## config.mk

```make
export PLATFORM = sky130hd
export DESIGN_NAME = jk_sync_tx
export DESIGN_NICKNAME = d
export VERILOG_FILES = /design/src/rtl/jk_sync_tx.sv
export SDC_FILE = /design/constraint.sdc
export NUM_CORES = 1
export LEC_CHECK = 0
export CAP_MARGIN = 10
export CORE_MARGIN = 2
export CORE_UTILIZATION = 62
export CTS_BUF_LIST = sky130_fd_sc_hd__clkbuf_4
export CTS_CLUSTER_DIAMETER = 120
export DETAILED_ROUTE_END_ITERATION = 10
export GPL_ROUTABILITY_DRIVEN = 0
export PLACE_DENSITY = 0.86
export SETUP_SLACK_MARGIN = 0.1
export SLEW_MARGIN = 30
export SYNTH_ARGS = -nofsm -noshare
export SYNTH_HDL_FRONTEND = slang
export SYNTH_SLANG_ARGS = --single-unit
export TNS_END_PERCENT = 1
```

## constraint.sdc

```tcl
create_clock -name CLK -period 3.1 [get_ports CLK]
set_input_delay 0.31 -clock CLK [delete_from_list [all_inputs] [get_ports CLK]]
set_output_delay 0.31 -clock CLK [all_outputs]
set_load 0.05 [all_outputs]
```

## src/rtl/jk_sync_tx.sv

```systemverilog
// J/K line transmitter: sends sync KJKJKJKK, NRZI bit-stuffed data LSB first, then SE0,SE0,J EOP.
// One-byte holding buffer in front of an 8-bit shift register, fed over a valid/ready handshake.
module jk_sync_tx #(
  parameter int unsigned BIT_DIV = 4
) (
  input  logic       CLK,
  input  logic       RST,
  input  logic       tx_valid,
  input  logic [7:0] tx_data,
  input  logic       tx_last,
  output logic       tx_ready,
  output logic       out_j,
  output logic       out_k,
  output logic       out_en,
  output logic       tx_busy,
  output logic       tx_done,
  output logic       tx_err
);

  localparam int unsigned TW = (BIT_DIV > 1) ? $clog2(BIT_DIV) : 1;
  localparam logic [TW-1:0] T_MAX = TW'(BIT_DIV - 1);

  typedef enum logic [2:0] {
    IDLE  = 3'd0,
    SYNC  = 3'd1,
    DATA  = 3'd2,
    STUFF = 3'd3,
    EOP0  = 3'd4,
    EOP1  = 3'd5,
    EOP2  = 3'd6
  } state_t;

  state_t        state, state_nxt;
  logic [TW-1:0] timer, timer_nxt;
  logic [2:0]    bit_cnt, bit_cnt_nxt;
  logic [2:0]    ones, ones_nxt;
  logic [7:0]    shreg, shreg_nxt;
  logic [7:0]    buf_data, buf_data_nxt;
  logic          buf_full, buf_full_nxt;
  logic          buf_last, buf_last_nxt;
  logic          cur_last, cur_last_nxt;
  logic          j_nxt, k_nxt, en_nxt, done_nxt, err_nxt, ready_nxt, busy_nxt;
  logic          accept, bit_end, reload, send_data, toggle, go_eop;
  logic [7:0]    src;

  // Next-state, datapath and line decisions; line changes only at bit period boundaries.
  always_comb begin
    state_nxt    = state;
    timer_nxt    = timer;
    bit_cnt_nxt  = bit_cnt;
    ones_nxt     = ones;
    shreg_nxt    = shreg;
    buf_data_nxt = buf_data;
    buf_full_nxt = buf_full;
    buf_last_nxt = buf_last;
    cur_last_nxt = cur_last;
    j_nxt        = out_j;
    k_nxt        = out_k;
    en_nxt       = out_en;
    done_nxt     = 1'b0;
    err_nxt      = 1'b0;
    reload       = 1'b0;
    send_data    = 1'b0;
    toggle       = 1'b0;
    go_eop       = 1'b0;
    src          = shreg;
    accept       = tx_valid & tx_ready;
    bit_end      = (timer == T_MAX);

    if (state != IDLE) begin
      timer_nxt = bit_end ? '0 : timer + TW'(1);
    end

    case (state)
      IDLE: begin
        if (buf_full) begin
          state_nxt = SYNC;
          reload    = 1'b1;
          timer_nxt = '0;
          ones_nxt  = '0;
          en_nxt    = 1'b1;
          toggle    = 1'b1;
        end
      end
      SYNC: begin
        if (bit_end) begin
          if (bit_cnt == 3'd7) begin
            state_nxt   = DATA;
            bit_cnt_nxt = '0;
            send_data   = 1'b1;
          end else begin
            bit_cnt_nxt = bit_cnt + 3'd1;
            toggle      = (bit_cnt != 3'd6);
          end
        end
      end
      DATA: begin
        if (bit_end) begin
          if (ones == 3'd6) begin
            state_nxt = STUFF;
            ones_nxt  = '0;
            toggle    = 1'b1;
          end else if (bit_cnt == 3'd7) begin
            go_eop = 1'b1;
          end else begin
            bit_cnt_nxt = bit_cnt + 3'd1;
            send_data   = 1'b1;
          end
        end
      end
      STUFF: begin
        if (bit_end) begin
          if (bit_cnt == 3'd7) begin
            go_eop = 1'b1;
          end else begin
            state_nxt   = DATA;
            bit_cnt_nxt = bit_cnt + 3'd1;
            send_data   = 1'b1;
          end
        end
      end
      EOP0: begin
        if (bit_end) state_nxt = EOP1;
      end
      EOP1: begin
        if (bit_end) begin
          state_nxt = EOP2;
          j_nxt     = 1'b1;
          k_nxt     = 1'b0;
        end
      end
      EOP2: begin
        if (bit_end) begin
          state_nxt = IDLE;
          en_nxt    = 1'b0;
          done_nxt  = 1'b1;
        end
      end
      default: state_nxt = IDLE;
    endcase

    // Byte boundary: finish the packet, chain the buffered byte, or flag an underrun.
    if (go_eop) begin
      if (cur_last) begin
        state_nxt = EOP0;
        j_nxt     = 1'b0;
        k_nxt     = 1'b0;
      end else if (buf_full) begin
        state_nxt = DATA;
        reload    = 1'b1;
        send_data = 1'b1;
      end else begin
        state_nxt = EOP0;
        j_nxt     = 1'b0;
        k_nxt     = 1'b0;
        err_nxt   = 1'b1;
      end
    end

    if (reload) begin
      src          = buf_data;
      shreg_nxt    = buf_data;
      cur_last_nxt = buf_last;
      buf_full_nxt = 1'b0;
      bit_cnt_nxt  = '0;
    end

    // NRZI: a 0 toggles the line, a 1 holds it and feeds the stuffing counter.
    if (send_data) begin
      shreg_nxt = {1'b0, src[7:1]};
      if (src[0]) begin
        ones_nxt = ones + 3'd1;
      end else begin
        ones_nxt = '0;
        toggle   = 1'b1;
      end
    end

    if (toggle) begin
      j_nxt = ~out_j;
      k_nxt = ~out_k;
    end

    if (accept) begin
      buf_data_nxt = tx_data;
      buf_last_nxt = tx_last;
      buf_full_nxt = 1'b1;
    end

    ready_nxt = ~buf_full_nxt & ~(state_nxt inside {EOP0, EOP1, EOP2});
    busy_nxt  = (state_nxt != IDLE);
  end

  always_ff @(posedge CLK) begin
    if (!RST) begin
      state    <= IDLE;
      timer    <= '0;
      bit_cnt  <= '0;
      ones     <= '0;
      shreg    <= '0;
      buf_data <= '0;
      buf_full <= 1'b0;
      buf_last <= 1'b0;
      cur_last <= 1'b0;
      out_j    <= 1'b1;
      out_k    <= 1'b0;
      out_en   <= 1'b0;
      tx_ready <= 1'b1;
      tx_busy  <= 1'b0;
      tx_done  <= 1'b0;
      tx_err   <= 1'b0;
    end else begin
      state    <= state_nxt;
      timer    <= timer_nxt;
      bit_cnt  <= bit_cnt_nxt;
      ones     <= ones_nxt;
      shreg    <= shreg_nxt;
      buf_data <= buf_data_nxt;
      buf_full <= buf_full_nxt;
      buf_last <= buf_last_nxt;
      cur_last <= cur_last_nxt;
      out_j    <= j_nxt;
      out_k    <= k_nxt;
      out_en   <= en_nxt;
      tx_ready <= ready_nxt;
      tx_busy  <= busy_nxt;
      tx_done  <= done_nxt;
      tx_err   <= err_nxt;
    end
  end

endmodule

```

==> metrics.txt <==
run status completed; Hold WC Path Type reg2reg; worst r2r path cells 7; starting density of the core 0.6515; clk_lat worst skew 340 ps; Critical Path Source Type flop; post-cts sizing count 0; GRT Total Usage 0.2556; post-CTS setup buffers 0; buffers added on ports 18; core area 2758 um^2; Final Setup Violations 0; YS warnings 0; share of async-settable or async-resettable flops after synthesis 0; first-pass GRT wire length 6568 um; final hold violation count 0; PwrDens 442.5 nW/um^2; die height 57.83 um; initial antenna violation count 0; most frequent cells in the layout dfxtp_1 (37), nand2_1 (31), a21oi_1 (20); clk_skew 7.400 ps; kind of critical path reg2reg; clk sinks 37; Critical Path RT 3320 ps; first-pass iteration count of the detailed router 4; Max Root-Sink Buffers 2; commonest non-fill, non-tap cell in the layout dfxtp_1; Post-DP HPWL 2891 um; synthesized area 1797 um^2; Max Cap Violations 0; Final Max Slew Viols 0; Tcrit/Tclk final 0.7277; LEAKAGE 0.7840 nW; row cnt 19; crit end category flop; vias per inst 6.178; combinational group share of total power 0.125; Post-synth EDFFs 0; Slew headroom 0.6104; Die W 57.83 um; wire per inst 15.92 um; critical path peak fanout 6; Seq cells post-synth 37; post-layout min period 2256 ps; CTS tree yes; DR vias 1,526; vias in the first global route 1,438; Worst IR Drop VDD 383.3 uV; largest net degree at the start of global routing 19; DRC viols 0; Clock Tree Root clkbuf_4; CTS buffer count 5; number of DRC markers in iteration 0 79; WL final 3932 um; Remaining Overflow, GRT 0; H-tree depth 2; Synth Net Count 217; die area 3344 um^2; P_sw 234.4 uW; Pint 647.7 uW; Tot Pwr 882.1 uW; Ports 19; Mean Syn Cell Area 9.074 um^2; synthesis-to-layout area growth 10.93%; RSZ-0062 raised after global routing false; layout cells sized above 1 0.08796; Crit path arrival time 2470 ps; worst slew pin tran 583.5 ps; antenna-violating nets left 0; WHS Path Cells 2; diodes inserted 0; sequential fraction of the synthesis area 0.4123; clock power share 0.295; clock slew at reported path FFs 110 ps; setup TNS 0 ps; Top FF cell, synth dfxtp_1; Nets 234; Netlist cell types 46; register share of total power 0.580; Mapped Cells 198; Post-CTS Hold Buffers 0; switching part of the total 0.2657; FMAX 0.4433 GHz
[power by group through the flow]
stage | Combinational, mW | Sequential, mW | Clock, mW
after global routing | 0.120 | 0.513 | 0.283
after floorplan | 0.0629 | 0.532 | 0
final | 0.110 | 0.512 | 0.260
after global placement | 0.106 | 0.520 | 0
after CTS | 0.110 | 0.511 | 0.261
after detailed placement | 0.109 | 0.522 | 0
[synth_stat cells (2+ instances only)]
library cell / number / share of area
dfxtp_1: 37 / 0.41
nand2_1: 31 / 0.065
a21oi_1: 20 / 0.056
mux2i_1: 9 / 0.050
ha_1: 7 / 0.049
nand2b_1: 7 / 0.024
nor2_1: 7 / 0.015
o21ai_0: 7 / 0.019
o22ai_1: 6 / 0.021
a31oi_1: 5 / 0.017
inv_1: 5 / 0.010
a211o_1: 4 / 0.019
clkbuf_8: 4 / 0.031
nand3_1: 4 / 0.011
nand4_1: 3 / 0.010
nor3_1: 3 / 0.0084
or3_1: 3 / 0.010
and2_1: 2 / 0.0070
buf_6: 2 / 0.013
clkbuf_1: 2 / 0.0042
nand4b_1: 2 / 0.0098
nor3b_1: 2 / 0.0084
o211a_1: 2 / 0.011
o211ai_1: 2 / 0.0084
[worst max-delay path, cell delays in order (launching register included)]
cell	delay, ps
dfxtp_1	390
ha_1	200
ha_1	260
nand4b_1	160
o31ai_2	400
nand3_2	210
a31oi_1	350
o221ai_1	150
[metrics by stage]
stage / instance area (um^2) / std cells / util / worst slack, ps / hold slack [ps]
final: 1993 / 247 / 0.7228 / 844.2 / 469.2
after global routing: 1993 / 247 / 0.7228 / 698.6 / 493.5
after CTS: 1993 / 247 / 0.7228 / 921.1 / 470.8
after detailed placement: 1933 / 239 / 0.7010 / 966.9 / 456.2
after global placement: 1933 / 239 / 0.7010 / 1065 / 447.7
after floorplan: 1797 / 198 / - / 1221 / 433.0
[final timing paths]
check | from | endpoint | slack [ps]
max | bit_cnt[0] | out_j | 840
min | buf_last | buf_last | 470
max reg2reg | bit_cnt[0] | out_j | 840
min reg2reg | buf_last | buf_last | 470
[cell type report]
| type | count | area, um^2 |
|---|---|---|
| Tap cell | 31 | 38.79 |
| Multi-Input combinational cell | 146 | 943.4 |
| Timing Repair Buffer | 19 | 187.7 |
| Inverter | 6 | 22.52 |
| Sequential cell | 37 | 740.7 |
| Fill cell | 209 | 764.5 |
| Clock buffer | 7 | 52.55 |
| Clock inverter | 1 | 7.507 |
[registers in the layout, summed over array words and instances, names as in the netlist]
| register | count |
|---|---|
| tx_done | 1 |
| state | 3 |
| bit_cnt | 3 |
| out_k | 1 |
| timer | 2 |
| ones | 3 |
| buf_last | 1 |
| out_j | 1 |
| cur_last | 1 |
| buf_full | 1 |
| tx_busy | 1 |
| out_en | 1 |
| shreg | 8 |
| tx_err | 1 |
| buf_data | 8 |
| tx_ready | 1 |
[logic make-up (layout without fill, tap and decap cells)]
group / count (synthesis) / after routing / share of synthesized area
AND/OR/NAND/NOR: 75 / 75 / 0.2187
AO/OA/AOI/OAI: 55 / 55 / 0.2075
flip-flops: 37 / 37 / 0.4123
buffers and inverters: 15 / 33 / 0.06267
multiplexers: 9 / 9 / 0.05014
adder cells (fa/ha/maj): 7 / 7 / 0.04874
[layer usage]
| layer | global-route usage | vias to the layer above | part of all wire | wire length, um |
|---|---|---|---|---|
| li1 | - | 756 | - | - |
| met1 | 0.3475 | 715 | 0.47 | 1837 |
| met2 | 0.3912 | 46 | 0.46 | 1814 |
| met3 | 0.06920 | 9 | 0.054 | 212 |
| met4 | 0.09302 | 0 | 0.017 | 67 |
| met5 | 0 | - | 0 | 0 |
Note: power is estimated with default switching activity, not from simulation.
